<file path="config.mk">
export PLATFORM = sky130hd
export DESIGN_NAME = trng_harvester
export DESIGN_NICKNAME = d
export VERILOG_FILES = /design/src/rtl/trng_pkg.sv /design/src/rtl/trng_vn_debias.sv /design/src/rtl/trng_harvester.sv
export SDC_FILE = /design/constraint.sdc
export NUM_CORES = 1
export LEC_CHECK = 0
export BUFFER_PORTS_ARGS = -buffer_cell sky130_fd_sc_hd__buf_2
export CORE_MARGIN = 2
export CORE_UTILIZATION = 57
export CTS_CLUSTER_SIZE = 16
export DETAILED_ROUTE_END_ITERATION = 6
export PLACE_DENSITY = 0.84
export SLEW_MARGIN = 20
export SYNTH_ARGS = -nofsm -noshare
export SYNTH_HDL_FRONTEND = slang
export SYNTH_SLANG_ARGS = --single-unit
</file>
<file path="constraint.sdc">
create_clock -name clk -period 3.06 [get_ports clk]
set_clock_uncertainty 0.05 [all_clocks]
set_input_delay 0.153 -clock clk [delete_from_list [all_inputs] [get_ports clk]]
set_output_delay 0.153 -clock clk [all_outputs]
set_load 0.02 [all_outputs]
</file>
<file path="src/rtl/trng_pkg.sv">
// trng_pkg: shared types and width helpers for the TRNG entropy harvester.
//   vn_state_t  - von Neumann debias stage state
//   cnt_w()     - prescaler counter width for a strobe period
//   bit_cnt_w() - collector bit-count width, able to hold the value W
package trng_pkg;

   typedef enum logic {VN_IDLE = 1'b0, VN_HAVE = 1'b1} vn_state_t;

   function automatic int cnt_w(input int div);
      return (div > 1) ? $clog2(div) : 1;
   endfunction

   function automatic int bit_cnt_w(input int w);
      return $clog2(w + 1);
   endfunction

endpackage

</file>
<file path="src/rtl/trng_vn_debias.sv">
// trng_vn_debias: one von Neumann debias stage. Raw samples are taken in
// pairs on strobe; a differing pair emits its first sample, an equal pair
// emits nothing.
// Ports:
//   clk, rst  - clock, asynchronous active-high reset
//   strobe    - sample the raw bit this cycle
//   raw       - raw (biased) entropy bit
//   clear     - synchronous return to VN_IDLE, suppresses output
//   bit_vld   - vn_bit is a debiased bit this cycle (combinational)
//   vn_bit    - debiased bit value
module trng_vn_debias
   import trng_pkg::*;
(
   input  logic clk,
   input  logic rst,
   input  logic strobe,
   input  logic raw,
   input  logic clear,
   output logic bit_vld,
   output logic vn_bit
);

   vn_state_t state;
   logic      first;

   always_ff @(posedge clk or posedge rst) begin
      if (rst) begin
         state <= VN_IDLE;
      end else if (clear) begin
         state <= VN_IDLE;
      end else if (strobe) begin
         state <= (state == VN_IDLE) ? VN_HAVE : VN_IDLE;
      end
   end

   // Sample holder is pure data; its value only matters once state is VN_HAVE.
   always_ff @(posedge clk) begin
      if (strobe && !clear && state == VN_IDLE)
         first <= raw;
   end

   assign bit_vld = strobe && !clear && (state == VN_HAVE) && (raw != first);
   assign vn_bit  = first;

endmodule

</file>
<file path="src/rtl/trng_harvester.sv">
// trng_harvester: multi-channel entropy harvester. Synchronises N_CH raw
// entropy bits, samples them every DIV clocks, XOR-combines the masked
// channels, debiases with a von Neumann stage and packs W-bit words onto a
// valid/ready output.
// Optional feature macro: TRNG_HEALTH_EN adds a repetition-count health test
// with a sticky health_fail alarm; without it health_fail is tied to 0.
// Ports:
//   clk, rst     - clock, asynchronous active-high reset
//   en           - harvester enable (0 discards the partial word)
//   ent_in       - raw entropy bits, asynchronous to clk
//   ch_mask      - 1 = channel contributes to the XOR
//   rnd_data     - output word, first collected bit at the MSB
//   rnd_valid    - rnd_data holds an unread word
//   rnd_ready    - consumer accepts the word
//   busy         - en && !health_fail
//   health_fail  - sticky health alarm
module trng_harvester
   import trng_pkg::*;
#(
   parameter int N_CH      = 4,
   parameter int W         = 8,
   parameter int DIV       = 4,
   parameter int RCT_LIMIT = 32
) (
   input  logic            clk,
   input  logic            rst,
   input  logic            en,
   input  logic [N_CH-1:0] ent_in,
   input  logic [N_CH-1:0] ch_mask,
   output logic [W-1:0]    rnd_data,
   output logic            rnd_valid,
   input  logic            rnd_ready,
   output logic            busy,
   output logic            health_fail
);

   localparam int CNT_W = cnt_w(DIV);
   localparam int BC_W  = bit_cnt_w(W);

   logic [N_CH-1:0]  sync_p0, sync_p1;
   logic [CNT_W-1:0] pre_cnt;
   logic             strobe, raw;
   logic [W-1:0]     sh;
   logic [BC_W-1:0]  bit_cnt;
   logic             full, can_xfer, stall, xfer;
   logic             vn_strobe, vn_clear, bit_vld, vn_bit;

   // Stage p0/p1: two-flop synchroniser for the asynchronous entropy inputs
   always_ff @(posedge clk or posedge rst) begin
      if (rst) begin
         sync_p0 <= '0;
         sync_p1 <= '0;
      end else begin
         sync_p0 <= ent_in;
         sync_p1 <= sync_p0;
      end
   end

   always_ff @(posedge clk or posedge rst) begin
      if (rst)
         pre_cnt <= '0;
      else if (!en)
         pre_cnt <= '0;
      else if (pre_cnt == CNT_W'(DIV - 1))
         pre_cnt <= '0;
      else
         pre_cnt <= pre_cnt + 1'b1;
   end

   assign strobe = en && (pre_cnt == CNT_W'(DIV - 1));
   assign raw    = ^(sync_p1 & ch_mask);

   // A full word that cannot move to the output freezes the whole bit path.
   assign full      = (bit_cnt == BC_W'(W));
   assign can_xfer  = !rnd_valid || rnd_ready;
   assign stall     = full && !can_xfer;
   assign vn_clear  = !en || health_fail;
   assign vn_strobe = strobe && !stall;
   assign xfer      = full && can_xfer && !vn_clear;

   trng_vn_debias u_vn (
      .clk     (clk),
      .rst     (rst),
      .strobe  (vn_strobe),
      .raw     (raw),
      .clear   (vn_clear),
      .bit_vld (bit_vld),
      .vn_bit  (vn_bit)
   );

   // Stage p2: collector; a bit arriving while the full word leaves starts the next word
   always_ff @(posedge clk or posedge rst) begin
      if (rst)
         bit_cnt <= '0;
      else if (vn_clear)
         bit_cnt <= '0;
      else if (xfer)
         bit_cnt <= bit_vld ? BC_W'(1) : '0;
      else if (bit_vld)
         bit_cnt <= bit_cnt + 1'b1;
   end

   always_ff @(posedge clk) begin
      if (health_fail)
         sh <= '0;
      else if (bit_vld)
         sh <= {sh[W-2:0], vn_bit};
   end

   // Output register: reload may coincide with acceptance, keeping rnd_valid high
   always_ff @(posedge clk or posedge rst) begin
      if (rst) begin
         rnd_data  <= '0;
         rnd_valid <= 1'b0;
      end else if (health_fail) begin
         rnd_data  <= '0;
         rnd_valid <= 1'b0;
      end else if (xfer) begin
         rnd_data  <= sh;
         rnd_valid <= 1'b1;
      end else if (rnd_ready) begin
         rnd_valid <= 1'b0;
      end
   end

`ifdef TRNG_HEALTH_EN
   localparam int RCT_W = $clog2(RCT_LIMIT + 1);

   logic [RCT_W-1:0] rct_cnt, rct_nxt;
   logic             rct_last, hf_q;

   // A zero count marks "no previous sample", so the first sample reloads to 1.
   always_comb begin
      rct_nxt = RCT_W'(1);
      if (rct_cnt != '0 && raw == rct_last)
         rct_nxt = (rct_cnt == RCT_W'(RCT_LIMIT)) ? rct_cnt : rct_cnt + 1'b1;
   end

   always_ff @(posedge clk or posedge rst) begin
      if (rst) begin
         rct_cnt  <= '0;
         rct_last <= 1'b0;
         hf_q     <= 1'b0;
      end else if (!en) begin
         rct_cnt <= '0;
      end else if (strobe && !hf_q) begin
         rct_cnt  <= rct_nxt;
         rct_last <= raw;
         if (rct_nxt == RCT_W'(RCT_LIMIT))
            hf_q <= 1'b1;
      end
   end

   assign health_fail = hf_q;
`else
   assign health_fail = 1'b0;
`endif

   assign busy = en && !health_fail;

endmodule

</file>
==> impl_metrics.ini <==
[run_status]
outcome = complete, no violations

[setup_path]
critPathKind = reg -> reg
r2r_start = bit_cnt[0]
worstSetupPathDepth = 7
cp_common_cell = inv_1
crit_chain = inv_1 -> ha_1 -> and3b_1 -> a21oi_1 -> nand2_1 -> or2_4 -> inv_1
critPathTopFamily = simple AND/OR/NAND/NOR gates
rrSetupSlack_ns = 0.97
r2r_end = sh[5]
rr_worst_depth = 7
critical_path.endpoint = sh[5]
critPathMaxFanout = 8
critPathBufInv = 2
crit_path_top_delay_cell = dfrtp_1
critPathCaptureType = flip-flop
crit_start = bit_cnt[0]
worstPathArrival_ns = 2.04
start_kind = flip-flop
cpPeakStageDelay_ns = 0.38
cp_data_required_time_ns = 3.01

[logic_synthesis]
netlist.area_leader.share_pct = 46.5
synth-simple-area-share_pct = 9.40
yosysWarnings = 0
synthTopCellsByArea = dfrtp_1 (47%), edfxtp_1 (21%), mux2_2 (7.0%)
synth_top_family_by_area = simple AND/OR/NAND/NOR gates
synthMuxAreaShare_pct = 7.75
yosys-top-cells-count = dfrtp_1 (24), nand2_1 (10), edfxtp_1 (9)
syn-num-nets = 105
syn_area_mm2 = 0.00129
synth_compound_area_share_pct = 4.55
async_reset_ff_share_pct = 72.7
netlist_instances = 90
yosysSeqAreaShare_pct = 67.4
synth_top_area_cell = dfrtp_1
synth_seq_cells = 33
synth.most_common_cell = dfrtp_1
yosys.area_share.adder_pct = 2.91
synth-xor-area-share_pct = 5.04
synth_area_per_cell_um2 = 14.3
synth_ff_type = dfrtp_1
synthDistinctLibCells = 30
synth_edf_count = 9

[cts]
cts_setup_buffers = 0
clkLatencyLatePin_ns = 0.32
root_buffer = clkbuf_4
cts_tree = done
ctsResizeCount = 0
clk_transition_reported_paths_ns = 0.09
cts_inserted_buffers = 5
cts_sinks = 33
htreeDepth = 2
clockBufferDepth = 2
cts_hold_buf = 5

[drt]
wl_mm = 2.13
drc = 0
viasPerCell = 5.26
drtPass1Iterations = 4
wire_per_inst_um = 14.3
drt_iter0_markers = 7
vias = 783
ant_nets = 0

[global_route]
gr-total-overflow = 0
antenna_found_initial = 0
grt_first_pass_wirelength_mm = 3.47
grtUsageTotal_pct = 19.3
grt_pass1_vias = 798
grt_start_max_net_pins = 25

[sta]
finalSetupViolations = 0
hold_viol = 0
min_period_ns = 2.09
worst_pin_slew_ns = 0.876
rsz0062_at_grt = no
max_freq_mhz = 479
tns_ns = 0
slew_violations = 0
slew_headroom_pct = 41.5
finalCritPeriodShare_pct = 68.2

[run]
drv_cap = 0

[power_and_ir_drop]
total_leakage_power_nw = 0.759
power_uw = 841
power_density_mw_per_mm2 = 543
vdd_ir_drop_max_mv = 0.662

[place]
dp_hpwl_mm = 1.53
gp_congestion = 0.786
port_buffers = 21

[min_path]
holdCritStartpoint = en
hold_class = in -> reg

[final_layout]
final_nets = 135
syn2layout_area_growth_pct = 19.9
antenna_cells = 0
regArea_um2 = 871
multi_input_area_um2 = 387
fillers = 154
drive_above_1_share_pct = 32.2

[floorplanning]
start_util_pct = 59.5
core.rowCount = 17
die_x_um = 51.6
core-area_mm2 = 0.00217
die_h_um = 51.6
num_io_pins = 23
dieArea_mm2 = 0.00266
==> power by group <==
part | switching (mW) | internal, mW
clock network | 0.132 | 0.195
registers | 0.00456 | 0.461
logic | 0.0249 | 0.0228
total | 0.162 | 0.679
==> placed cells by master (no fill, tap or decap), drive strengths merged <==
cell type / count
and2: 1
o31ai: 1
or2: 1
nand2: 11
dfrtp: 24
conb: 1
xor2: 2
nand2b: 1
o21ai: 2
mux2i: 1
or3: 1
and3b: 1
ha: 3
xnor2: 2
a21oi: 2
nand3: 3
mux2: 8
inv: 4
xnor3: 1
nor2b: 3
clkbuf: 7
nor3b: 1
dlygate4sd3: 5
buf: 21
edfxtp: 9
bufinv: 1
a21boi: 2
o211ai: 1
o311ai: 1
==> per-stage QoR <==
step / std cells / worst slack [ns] / util, % / hold slack, ns / cell area (um2)
finish: 149 / 0.974 / 71.3 / 0.0994 / 1550
global route: 149 / 0.869 / 71.3 / 0.0877 / 1550
CTS: 149 / 0.990 / 71.3 / 0.0807 / 1550
detailed placement: 136 / 1.02 / 65.1 / 0.213 / 1410
global placement: 136 / 1.14 / 65.1 / 0.212 / 1410
floorplan: 90 / 1.12 / - / 0.118 / 1290
==> kinds of logic after synthesis <==
kind of cell | count (synthesis)
flip-flops | 33
XOR/XNOR | 5
AND/OR/NAND/NOR | 23
other | 1
buffers and inverters | 7
adder cells (fa/ha/maj) | 3
multiplexers | 9
AO/OA/AOI/OAI | 9
==> sequential cells by signal, summed over array words and instances (netlist names) <==
| name | flops |
|---|---|
| rnd_data | 8 |
| sh | 8 |
| bit_cnt | 4 |
| sync_p0 | 4 |
| sync_p1 | 4 |
| pre_cnt | 2 |
| rnd_valid | 1 |
| u_vn.state | 1 |
| u_vn.vn_bit | 1 |
==> worst min path at each step <==
stage | slack, ns | cells after the start | endpoint
2_1_floorplan | 0.12 | 1 | bit_cnt[0]
3_3_place_gp | 0.21 | 1 | sync_p0[3]
3_5_place_dp | 0.21 | 1 | sync_p0[1]
4_1_cts | 0.08 | 2 | u_vn.state
5_1_grt | 0.09 | 2 | u_vn.state
6_report | 0.1 | 2 | u_vn.state
==> layer usage <==
layer / track usage (%) / up-vias / part of all wire [%]
li1: - / 364 / -
met1: 19.7 / 384 / 39
met2: 33.1 / 29 / 55
met3: 8.33 / 6 / 5.2
met4: 10.1 / 0 / 1.5
met5: 0 / - / 0
==> area by class of cell <==
class | instances | share of cell area, %
multi-input cells | 50 | 25.0
clock inverters | 1 | 1.94
inverters | 4 | 0.970
well taps | 28 | 2.26
repair buffers | 26 | 10.0
clock buffers | 7 | 3.56
flip-flops and latches | 33 | 56.3
(Power assumes the default switching activity.)
